## src/rtl/mm_job_arbiter.sv

```systemverilog
// rtl/mm_job_arbiter.sv - round-robin job arbiter sharing one matrix-multiply engine among NUM_REQ requesters
// Optional busy watchdog enabled by defining MM_ARB_TIMEOUT_EN.
module mm_job_arbiter #(
  parameter int          NUM_REQ     = 4,
  parameter int          ID_W        = 2,
  parameter logic [15:0] TIMEOUT_CYC = 16'd40000
) (
  input  logic               clk,
  input  logic               reset_n,
  input  logic [NUM_REQ-1:0] req,
  output logic [NUM_REQ-1:0] req_done,
  output logic [NUM_REQ-1:0] gnt,
  output logic [ID_W-1:0]    owner,
  output logic               busy,
  output logic               eng_start,
  input  logic               eng_done,
  output logic               err
);

  typedef enum logic [1:0] {IDLE, START, BUSY, RELEASE} state_t;

  state_t          state, state_nxt;
  logic [ID_W-1:0] rr_ptr;
  logic [ID_W-1:0] pick;
  logic [ID_W-1:0] idx;
  logic            pick_valid;
  logic            timeout;

  // Scan downward so the lowest offset from rr_ptr is the last (winning) assignment.
  always_comb begin
    pick_valid = 1'b0;
    pick       = '0;
    idx        = '0;
    for (int i = NUM_REQ - 1; i >= 0; i--) begin
      idx = ID_W'((int'(rr_ptr) + i) % NUM_REQ);
      if (req[idx]) begin
        pick_valid = 1'b1;
        pick       = idx;
      end
    end
  end

`ifdef MM_ARB_TIMEOUT_EN
  logic [15:0] cnt;
  logic [15:0] cnt_inc;

  assign cnt_inc = cnt + 16'd1;

  always_ff @(posedge clk or negedge reset_n) begin
    if (!reset_n) begin
      cnt <= '0;
    end else if (state == START) begin
      cnt <= '0;
    end else if (state == BUSY) begin
      cnt <= cnt_inc;
    end
  end

  // Fires on the BUSY cycle where the count steps to TIMEOUT_CYC-1.
  assign timeout = (state == BUSY) && (cnt_inc == TIMEOUT_CYC - 16'd1);
`else
  logic unused_timeout_cyc;
  assign unused_timeout_cyc = ^TIMEOUT_CYC;
  assign timeout            = 1'b0;
`endif

  always_ff @(posedge clk or negedge reset_n) begin
    if (!reset_n) begin
      state <= IDLE;
    end else begin
      state <= state_nxt;
    end
  end

  always_comb begin
    state_nxt = state;
    case (state)
      IDLE:    if (pick_valid) state_nxt = START;
      START:   state_nxt = BUSY;
      BUSY:    if (eng_done || timeout) state_nxt = RELEASE;
      RELEASE: state_nxt = IDLE;
      default: state_nxt = IDLE;
    endcase
  end

  always_ff @(posedge clk or negedge reset_n) begin
    if (!reset_n) begin
      gnt       <= '0;
      owner     <= '0;
      busy      <= 1'b0;
      eng_start <= 1'b0;
      req_done  <= '0;
      err       <= 1'b0;
      rr_ptr    <= '0;
    end else begin
      busy      <= (state_nxt != IDLE);
      eng_start <= (state == IDLE) && pick_valid;
      req_done  <= '0;
      err       <= 1'b0;
      case (state)
        IDLE: begin
          if (pick_valid) begin
            gnt   <= NUM_REQ'(1) << pick;
            owner <= pick;
          end
        end
        BUSY: begin
          if (eng_done || timeout) begin
            req_done <= gnt;
            err      <= timeout && !eng_done;
          end
        end
        RELEASE: begin
          gnt    <= '0;
          rr_ptr <= (int'(owner) == NUM_REQ - 1) ? '0 : owner + ID_W'(1);
        end
        default: ;
      endcase
    end
  end

endmodule

```

## config.mk

```make
export PLATFORM = sky130hd
export DESIGN_NAME = mm_job_arbiter
export DESIGN_NICKNAME = d
export VERILOG_FILES = /design/src/rtl/mm_job_arbiter.sv
export SDC_FILE = /design/constraint.sdc
export NUM_CORES = 1
export LEC_CHECK = 0
export ABC_AREA = 1
export CORE_MARGIN = 2
export CORE_UTILIZATION = 49
export DETAILED_ROUTE_END_ITERATION = 8
export PLACE_DENSITY = 0.82
export SETUP_SLACK_MARGIN = 0.02
export SYNTH_ARGS = -nofsm -noshare
export SYNTH_HDL_FRONTEND = slang
export SYNTH_SLANG_ARGS = --single-unit
export TNS_END_PERCENT = 5
```

## constraint.sdc

```tcl
create_clock -name clk -period 2.1 [get_ports clk]
set_clock_uncertainty 0.15 [all_clocks]
set_input_delay 0.525 -clock clk [delete_from_list [all_inputs] [get_ports clk]]
set_output_delay 0.525 -clock clk [all_outputs]
set_load 0.01 [all_outputs]
```

==> qor.csv <==
stage,metric,value,unit
yosys,Post-Syn Instances,122,
die,FP Rows,15,
worst_setup_path,slowest CP cell,clkdlybuf4s50_1,
pwr,switching power share of the total,45.7,%
cts,CTS root buf,clkbuf_4,
global_routing,total gr overflow,0,
worst_setup_path,Max stage delay on crit path,0.55,ns
routing,ANT nets after route,0,
job,maxcap violations,0,
worst_setup_path,crit-path cells,clkdlybuf4s50_1,
yosys,synthesis-stage register bit count,16,
layout,fin area,0.00120,mm²
global_routing,number of global-route vias before repair,819,
routing,DR WL/cell,10.2,µm
sta,final hold slack,0.365,ns
placement,Placed Instances,167,
layout,Final #Nets,158,
routing,via/cell ratio,4.75,
layout,layout cells sized above 1,17.8,%
cts,# H-tree levels,1,
worst_setup_path,critical path data arrival time,1.23,ns
routing,First-pass DRT Iterations,4,
yosys,top-count cell post-synth,nand2_1,
cts,post-CTS setup repair buffer count,0,
cts,Hold Buf Count CTS,0,
sta,Fmax,0.524,GHz
yosys,synthesized area per cell,7.71,µm²
worst_setup_path,Critical Path Start Type,register,
run_status,status,"complete, no violations",
yosys,Synth cell types,17,
global_routing,initial antenna violation count,0,
routing,DR DRC count,0,
sta,Post-Route Setup TNS,0,ns
pwr,register share of total power,29.0,%
sta,Slew Limit Fails,0,
sta,RSZ-0062 raised after global routing,no,
die,Die Span Y,47.8,µm
worst_setup_path,Worst EP required,1.42,ns
sta,# setup viols final,0,
pwr,Net Sw Power,0.000792,W
placement,placed inst area,0.00116,mm²
cts,CTS tree,done,
die,Initial Util,53.3,%
die,I/O pins,20,
worst_setup_path,Worst Path Max Fanout,4,
pwr,cell area power density,1450,mW/mm²
routing,final WL,1750,µm
yosys,Synth top area share,42.6,%
pwr,Static Leakage,0.630,nW
global_routing,first-pass GRT wire length,3230,µm
cts,clk sinks,16,
worst_setup_path,CP Class,reg -> out,
placement,dpl hpwl,1390,µm
global_routing,Total GRT Usage,19.9,%
yosys,syn nets,133,
sta,final hold violations,0,
sta,Final Cycle Share,90.9,%
die,Die ar.,0.00229,mm²
yosys,synth top area cells,"dfrtp_1 43%, nand2_1 14%, nand3_1 9.0%",
cts,Max Buffers Root-to-Sink,2,
worst_setup_path,CP Buf/Inv Count,1,
layout,Ant. Diodes,0,
yosys,synth cell count leaders,"34 x nand2_1, 17 x inv_1, 17 x nand3_1, 16 x dfrtp_1, 11 x nand2_2",
cts,Post-CTS Resized,0,
layout,Area Growth Syn to Fin,27.1,%
sta,clock period minus worst slack,1.91,ns
placement,Port Buffers,18,
routing,vias,812,
die,core box area,0.00176,mm²
yosys,async set-reset flop share out of synthesis,100,%
yosys,Mapped Area,941,µm²
yosys,ys flop type,dfrtp_1,
yosys,post-synth top area cell,dfrtp_1,
yosys,post-synthesis sequential area ratio,42.6,%
yosys,Yosys warnings,0,
cts,Clock Latency Late Sink,0.29,ns
cts,Inserted Clock Buffers,3,
routing,Initial DRC Count,14,
pwr,Worst VDD drop,0.912,mV
worst_setup_path,Critical Path Sink Type,primary output,
pwr,combinational share of power,59.3,%
worst_setup_path,Top Family by Delay on Critical Path,buffers and inverters,
pwr,Int Pwr,0.000940,W
placement,gpl congestion,0.873,
global_routing,largest net degree at the start of global routing,17,
layout,Post-Layout Cell Count,171,
cts,Worst-path clk slew,0.09,ns
worst_hold_path,HP Class,reg -> reg,
pwr,"Power, Total",0.00173,W
yosys,"EDFF count, synth",0,
pwr,Clk pwr share,11.7,%
die,chip width,47.8,µm
## metrics by stage
stage	util (%)	setup WS, ns
2_1_floorplan	-	0.539
3_5_place_dp	65.7	-0.0408
4_1_cts	67.8	0.184
3_3_place_gp	65.7	-0.00749
6_report	67.8	0.191
5_1_grt	67.8	0.0569
## power groups by stage
stage / Clock, W / Sequential, W / Combinational, W
floorplan: 0 / 0.000495 / 0.000764
global placement: 0 / 0.000508 / 0.000995
detailed placement: 0 / 0.000511 / 0.00103
CTS: 0.000208 / 0.000505 / 0.00104
global route: 0.000221 / 0.000520 / 0.00120
finish: 0.000202 / 0.000503 / 0.00103
## layout make-up
cell class                      count  area (µm²)
Inverter                           19        78.8
Tap cell                           25        31.3
Clock buffer                        4        36.3
Multi-Input combinational cell     84         432
Fill cell                         172         568
Sequential cell                    16         400
Timing Repair Buffer               23         218
## cell families (layout without fill, tap and decap cells)
family | count (synthesis) | count (layout) | synth area share [%]
flip-flops | 16 | 16 | 42.6
adder cells (fa/ha/maj) | 4 | 4 | 5.32
AND/OR/NAND/NOR | 73 | 73 | 37.0
AO/OA/AOI/OAI | 6 | 6 | 3.19
buffers and inverters | 22 | 46 | 11.6
other | 1 | 1 | 0.399
## per-layer routing
layer	vias to the layer above	routed length (µm)	track usage [%]
met4	0	6	3.24
li1	419	-	-
met5	-	0	0
met1	377	761	24.5
met3	2	69	5.66
met2	14	910	35.2
## state kept, by name (all words and copies together), names as in the netlist
register	flops
busy	1
eng_start	1
gnt	4
owner	2
req_done	4
rr_ptr	2
state	2
## path summary, 6_finish.rpt
| check | start | end | slack (ns) | cells past startpoint |
|---|---|---|---|---|
| max in group asynchronous | reset_n | gnt[2] | 1.22 | 2 |
| min in group asynchronous | reset_n | owner[0] | 0.39 | 2 |
| setup / recovery | owner[0] | owner[0] | 0.19 | 1 |
| hold / removal | gnt[2] | req_done[2] | 0.36 | 2 |
| hold reg to reg | gnt[2] | req_done[2] | 0.36 | 2 |
| setup reg to reg | rr_ptr[0] | busy | 0.28 | 10 |
## cells in the final DEF, fill, tap and decap left out
cell type	n
nand3_2	2
clkbuf_4	3
nor2_2	1
nand2_2	11
or2_1	1
nor2_1	6
clkbuf_8	1
buf_4	5
inv_8	1
ha_1	4
dfrtp_1	16
clkdlybuf4s50_1	18
nor2_4	1
conb_1	1
o21ai_0	6
nand2_1	34
nand3_1	17
inv_1	17
inv_2	1
## worst min-delay path: cells and delay by family, from the launching register on
kind | cells | cell delay (ns)
simple gates | 1 | 0.04
buf+inv | 1 | 0.06
flops | 1 | 0.40
Note: power is estimated with default switching activity, not from simulation.
